==> config.mk <==
export PLATFORM = sky130hd
export DESIGN_NAME = instruction_fetch_unit
export DESIGN_NICKNAME = d
export VERILOG_FILES = /design/src/rtl/instruction_fetch_unit.sv
export SDC_FILE = /design/constraint.sdc
export NUM_CORES = 1
export LEC_CHECK = 0
export BUFFER_PORTS_ARGS = -buffer_cell sky130_fd_sc_hd__buf_2
export CORE_MARGIN = 1.5
export CORE_UTILIZATION = 58
export DETAILED_ROUTE_END_ITERATION = 10
export PLACE_DENSITY = 0.84
export SLEW_MARGIN = 15
export SYNTH_ARGS = -nofsm -noshare
export SYNTH_HDL_FRONTEND = slang
export SYNTH_SLANG_ARGS = --single-unit
==> constraint.sdc <==
create_clock -name clk -period 7.2 [get_ports clk]
set_clock_uncertainty 0.15 [all_clocks]
set_input_delay 0.36 -clock clk [delete_from_list [all_inputs] [get_ports clk]]
set_output_delay 0.36 -clock clk [all_outputs]
set_load 0.05 [all_outputs]
==> src/rtl/instruction_fetch_unit.sv <==
`default_nettype none
// ============================================================================
//  Module      : instruction_fetch_unit
//  Description : Program counter and fetch stage ahead of instruction_memory.
//                Issues word addresses, captures the 1-cycle-latency read data
//                and presents {pc, instruction} to decode via valid/ready,
//                using a 2-entry FIFO to absorb backpressure.
//  Revision    : 1.0 - initial release
// ============================================================================
module instruction_fetch_unit #(
    parameter int ADDR_W   = 3,
    parameter int DATA_W   = 32,
    parameter int RESET_PC = 0
) (
    input  logic              clk,
    input  logic              reset,
    input  logic              fetch_enable,
    input  logic              redirect_valid,
    input  logic [ADDR_W-1:0] redirect_pc,
    output logic [ADDR_W-1:0] imem_addr,
    input  logic [DATA_W-1:0] imem_rdata,
    output logic              out_valid,
    input  logic              out_ready,
    output logic [DATA_W-1:0] out_instr,
    output logic [ADDR_W-1:0] out_pc
);

    localparam logic [ADDR_W-1:0] c_reset_pc = ADDR_W'(RESET_PC);
    localparam logic [ADDR_W-1:0] c_pc_one   = ADDR_W'(1);

    typedef enum logic [0:0] {
        IDLE  = 1'b0,
        FETCH = 1'b1
    } state_t;

    state_t              r_state;
    state_t              w_state_next;

    logic [ADDR_W-1:0]   r_pc;
    logic                r_inflight;
    logic [ADDR_W-1:0]   r_inflight_pc;

    logic [1:0]          r_count;
    logic                r_rd_ptr;
    logic                r_wr_ptr;
    logic [ADDR_W-1:0]   r_buf_pc    [0:1];
    logic [DATA_W-1:0]   r_buf_instr [0:1];

    logic                w_pop;
    logic                w_push;
    logic [2:0]          w_occ;
    logic                w_issue;

    // Handshake and slot-accounting: the inflight fetch reserves a buffer slot
    // so a landing instruction can never overrun the FIFO.
    always_comb begin
        w_pop   = out_valid && out_ready;
        w_push  = r_inflight && !redirect_valid;
        w_occ   = {1'b0, r_count} + {2'b00, r_inflight} - {2'b00, w_pop};
        w_issue = (r_state == FETCH) && fetch_enable && !redirect_valid
                  && (w_occ < 3'd2);
    end

    // Next-state logic: fetch_enable alone steers the FSM, redirect does not.
    always_comb begin
        w_state_next = r_state;
        case (r_state)
            IDLE:    if (fetch_enable)  w_state_next = FETCH;
            FETCH:   if (!fetch_enable) w_state_next = IDLE;
            default: w_state_next = IDLE;
        endcase
    end

    // State register.
    always_ff @(posedge clk or negedge reset) begin
        if (!reset) r_state <= IDLE;
        else        r_state <= w_state_next;
    end

    // PC and inflight tracking; a redirect reloads pc and kills the inflight read.
    always_ff @(posedge clk or negedge reset) begin
        if (!reset) begin
            r_pc          <= c_reset_pc;
            r_inflight    <= 1'b0;
            r_inflight_pc <= '0;
        end else if (redirect_valid) begin
            r_pc          <= redirect_pc;
            r_inflight    <= 1'b0;
        end else if (w_issue) begin
            r_inflight_pc <= r_pc;
            r_inflight    <= 1'b1;
            r_pc          <= r_pc + c_pc_one;
        end else begin
            r_inflight    <= 1'b0;
        end
    end

    // Output FIFO: push returning instructions, pop on accept, flush on redirect.
    always_ff @(posedge clk or negedge reset) begin
        if (!reset) begin
            r_count        <= 2'd0;
            r_rd_ptr       <= 1'b0;
            r_wr_ptr       <= 1'b0;
            r_buf_pc[0]    <= '0;
            r_buf_pc[1]    <= '0;
            r_buf_instr[0] <= '0;
            r_buf_instr[1] <= '0;
        end else if (redirect_valid) begin
            r_count  <= 2'd0;
            r_rd_ptr <= 1'b0;
            r_wr_ptr <= 1'b0;
        end else begin
            if (w_push) begin
                r_buf_pc[r_wr_ptr]    <= r_inflight_pc;
                r_buf_instr[r_wr_ptr] <= imem_rdata;
                r_wr_ptr              <= ~r_wr_ptr;
            end
            if (w_pop) begin
                r_rd_ptr <= ~r_rd_ptr;
            end
            r_count <= r_count + {1'b0, w_push} - {1'b0, w_pop};
        end
    end

    assign imem_addr = r_pc;
    assign out_valid = (r_count != 2'd0);
    assign out_instr = r_buf_instr[r_rd_ptr];
    assign out_pc    = r_buf_pc[r_rd_ptr];

endmodule
`default_nettype wire
# ---- After elaboration in Yosys (flattened, before gate mapping)
# Cells that the tools add are included.
dict set report classes {
  n_mux 22
  n_reduce_logical 13
  add_sub_neg 5
  n_lt_le_gt_ge 4
  n_bitwise 5
}
# operator n
set op_table {}
lappend op_table {{32-bit two-way mux} 4}
lappend op_table {{64-bit bitwise mux} 1}
lappend op_table {{32-bit demux with 1-bit select} 1}
lappend op_table {{3-bit two-way mux} 6}
lappend op_table {{2-bit nonzero test} 4}
lappend op_table {{1-bit two-way mux} 7}
lappend op_table {{6-bit bitwise mux} 1}
lappend op_table {{1-bit logical AND} 6}
lappend op_table {{2-bit greater-or-equal comparator (second input constant)} 2}
lappend op_table {{1-bit NOT with 2-bit output} 2}
lappend op_table {{2-bit AND reduction} 2}
lappend op_table {{2-bit by 1-bit adder with 3-bit output} 1}
lappend op_table {{3-bit by 1-bit adder with 3-bit output (second input constant)} 1}
lappend op_table {{3-bit demux with 1-bit select} 1}
lappend op_table {{3-bit by 2-bit less-than comparator with 1-bit output (second input constant)} 1}
lappend op_table {{1-bit NOT} 3}
lappend op_table {{3-bit by 1-bit subtractor with 3-bit output} 1}
lappend op_table {{2-bit by 1-bit adder with 2-bit output} 1}
lappend op_table {{2-bit by 1-bit less-than comparator with 1-bit output (second input constant)} 1}
lappend op_table {{2-bit two-way mux} 1}
lappend op_table {{2-bit by 1-bit subtractor with 2-bit output} 1}
lappend op_table {{1-bit zero test} 1}
dict set report word_totals {
  output_inout_bits 39
  elab_cells 60
  input_bits 40
  ff_bits 82
}

# ---- Logic depth before layout (Yosys ltp)
dict set report depth {
  ltp_word 7
  mapped_depth 8
}

# ---- Least setup slack after synthesis
# OpenSTA, ideal clock, no wires.
dict set report synth_timing {
  kind {reg-to-reg}
  start {register r_count[1]}
  end {register r_inflight_pc[0]}
  t_arrival_ns 2.288
  setup_slack_ns 4.637
  stages_incl_launch_ff 9
  n_path_buf 0
  required_ns 6.925
  path_cell_list {dfrtp_1 -> o21a_1 -> ha_1 -> nand2b_1 -> fa_1 -> and4b_1 -> nand2_1 -> inv_1 -> mux2_2}
}
dict set report synth_via {
  elab_chain_cells 6
  word_cells_on_any_way 7
  classes_between {add/sub (2); order compare (1); reduce/logical (4)}
}
# element line
set synth_rtl {}
lappend synth_rtl {{start: declaration} 43} ;# logic [1:0] r_count;
lappend synth_rtl {{start signal: assignment} 121} ;# r_count <= r_count + {1'b0, w_push} - {1'b0, w_pop};
lappend synth_rtl {{branches (longest 2 deep; another with 2-bit by 1-bit adder with 3-bit output)} -}
lappend synth_rtl {{3-bit by 1-bit subtractor with 3-bit output *} 59} ;# w_occ = {1'b0, r_count} + {2'b00, r_inflight} - {2'b00, w_pop};
lappend synth_rtl {{3-bit by 2-bit less-than comparator with 1-bit output *} 61} ;# && (w_occ < 3'd2);
lappend synth_rtl {{1-bit logical AND *} 61}
lappend synth_rtl {{2-bit AND reduction (no line) *} -}
lappend synth_rtl {{end signal: assignment} 90} ;# r_inflight_pc <= r_pc;
lappend synth_rtl {{end: declaration} 41} ;# logic [ADDR_W-1:0] r_inflight_pc;
# Mark *: on every way between the ends.
# A chain may end at the register's enable or synchronous reset.

# ---- Worst setup path in the final report
# Same ends and word-level chain as after synthesis.

==> flow_summary.ini <==
[power]
clkPwrFrac_pct = 14.7
p_leak_nw = 2.12
net-switching-power_mw = 0.878
switching_share_pct = 44.3
comb_power_share_pct = 48.2
ir_drop_mv = 0.273
power_density_nw_per_um2 = 467
power.total_mw = 1.98
intPower_mw = 1.11
p_seq_share_pct = 37.1

[clock_network]
max-clock-path-buffers = 2
numCtsBuffers = 9
cts_htree_levels = 3
post_cts_buffers = 0
cts_tree = built
clkSlewWorstSetupHoldPaths_ns = 0.08
cts_resized = 0
clock_sink_count = 82
clock_latency_ns = 0.33
cts_root_buf = clkbuf_8

[die]
start_util_pct = 60.8
dieArea_um2 = 6760
die_h_um = 82.2
rows = 28
top_level_ports = 79
die_w_um = 82.2
coreArea_um2 = 5990

[global_routing]
grt_max_degree = 83
grtUsageTotal_pct = 20.0
grt-ovfl-total = 0
grt_pass1_wl_um = 9980
grt_pass1_vias = 2211
grt_antenna_before_repair = 0

[synth]
synth_top_family_by_area = multiplexers
syn-num-nets = 285
synth-xor-area-share_pct = 1.44
ys_seq_area_share_pct = 56.4
yosys-top-cells-area = dfrtp_1, mux2_2, mux2_1, ha_1, buf_2
synth_compound_area_share_pct = 1.20
ys_types = 27
synth.avg_cell_area_um2 = 15.2
yosysWarnings = 0
synthCells = 240
synth-seq-cells = 82
yosys.area_share.simple_pct = 3.13
yosys.area.top_type = dfrtp_1
netlist_area_um2 = 3640
yosys.area_share.adder_pct = 1.93
synth.mux.area_fraction_pct = 33.4
synth_top_cell_area_share_pct = 56.4

[sta]
tightest_slew_ns = 1.03
timing.final.ws_setup_ns = 4.49
fin_tns_setup_ns = 0
fin_crit_ns = 2.71
setup_viol = 0
hold_viol = 0
slew_violations = 0
maxSlewHeadroom_pct = 30.8
fmax_mhz = 369
rsz0062_at_grt = no
finalCritPeriodShare_pct = 37.7

[detailed_routing]
vias = 2152
first_pass_iters = 4
wirelength_um = 6270
drtIter0Drc = 56
antenna_left = 0
wire_per_inst_um = 15.7
via_per_inst = 5.38
drc = 0

[setup_path]
critPathLaunch = r_count[1]$_DFF_PN0_
worst-r2r-setup-slack_ns = 4.49
crit_end = r_inflight_pc[0]$_DFFE_PN0P_
critPathCaptureType = flop
required_ns = 7.28
r2r_end = r_inflight_pc[0]$_DFFE_PN0P_
r2r_cells = 8
arrival_ns = 2.79
cp-start-kind = flop
r2r-start = r_count[1]$_DFF_PN0_
crit_type = flop to flop
worstPathMaxFanout = 6

[placed_design]
place_hpwl_um = 4190
port_buffers = 78
gp_congestion = 0.852
place_ws_ns = 4.49

[outcome]
status = complete, no violations

[finish]
area_growth_pct = 16.6
postLayoutCoreUtil_pct = 70.8
nNetsFinal = 365
drive_above_1_share_pct = 53.5
final_cell_mix = dfrtp_1, mux2_2, buf_2
layout_commonest_cell = dfrtp_1
antennaDiodeCount = 0

[run]
drv_cap = 0

[min_path]
holdCritPathClass = primary input to async pin
registers in the layout, summed over array words and instances (netlist names):
register       count
r_buf_instr       64
r_count            2
r_buf_pc           6
r_wr_ptr           1
r_rd_ptr           1
r_inflight_pc      3
r_inflight         1
imem_addr          3
r_state            1
critical path, cell delays in order, from the launching register on:
cell and delay, ns:
dfrtp_1 0.48, o21a_1 0.26, ha_1 0.27, nand2b_1 0.15, fa_1 0.50, and4b_1 0.22, nand2_1 0.12, inv_1 0.12
mux2_2 0.33
routing by layer:
metal	share of wire (%)	GRT usage (%)
met1	45	24.0
met2	49	33.9
met3	4.7	4.84
met4	1.5	8.98
met5	0	0
cells by family after synthesis:
kind of cell / Yosys count
AO/OA/AOI/OAI: 5
adder cells (fa/ha/maj): 5
multiplexers: 108
flip-flops: 82
XOR/XNOR: 6
AND/OR/NAND/NOR: 18
buffers and inverters: 16
Yosys cell counts:
cell type  instances
a221o_1            1
and4b_1            1
buf_2              7
buf_6              3
clkbuf_1           1
dfrtp_1           82
fa_1               1
ha_1               4
inv_1              5
mux2_1            30
mux2_2            78
nand2_1            2
nand2b_1           3
nand3_1            1
nand3b_2           1
nand4b_1           1
nor2_1             3
nor2_4             1
nor2b_1            2
nor3_1             1
nor4_1             1
o21a_1             1
o311ai_0           1
o31a_1             2
or2_2              1
xnor2_1            4
xor2_1             2
per-stage QoR:
stage | hold slack [ns] | cell area (um^2) | instances
5_1_grt | 0.0707 | 4240 | 400
6_report | 0.0175 | 4240 | 400
3_5_place_dp | 0.325 | 4060 | 383
4_1_cts | 0.0718 | 4240 | 400
2_1_floorplan | -0.0856 | 3640 | 240
3_3_place_gp | 0.317 | 4060 | 383
how the worst min path moves through the flow:
stage	startpoint	end	slack, ns
3_3_place_gp	r_buf_instr[15]$_DFFE_PN0P_	r_buf_instr[15]$_DFFE_PN0P_	0.32
3_5_place_dp	r_buf_instr[6]$_DFFE_PN0P_	r_buf_instr[6]$_DFFE_PN0P_	0.33
4_1_cts	reset	r_buf_instr[26]$_DFFE_PN0P_	0.07
5_1_grt	imem_rdata[5]	r_buf_instr[5]$_DFFE_PN0P_	0.07
2_1_floorplan	reset	imem_addr[0]$_DFFE_PN0P_	-0.09
6_report	reset	r_buf_instr[26]$_DFFE_PN0P_	0.02
power groups by stage:
stage	combinational [mW]	clock, mW	sequential [mW]
floorplan	0.791	0	0.718
global placement	0.946	0	0.732
detailed placement	0.961	0	0.748
CTS	0.964	0.299	0.738
global route	1.01	0.319	0.762
finish	0.955	0.292	0.736
layout make-up:
class                   count  area, um^2
flip-flops and latches     82        2050
fillers                   426        1750
multi-input cells         142        1500
repair buffers             80         410
clock buffers              12         145
well taps                  75        93.8
clock inverters             4        27.5
inverters                   5        18.8
repair_timing:
item / 4_1_cts / 5_1_grt
hold endpoints to repair: 1 / 0
setup endpoints to repair: 0 / 0
hold buffers: 1 / 0
Power figures use the tool's default switching activity.
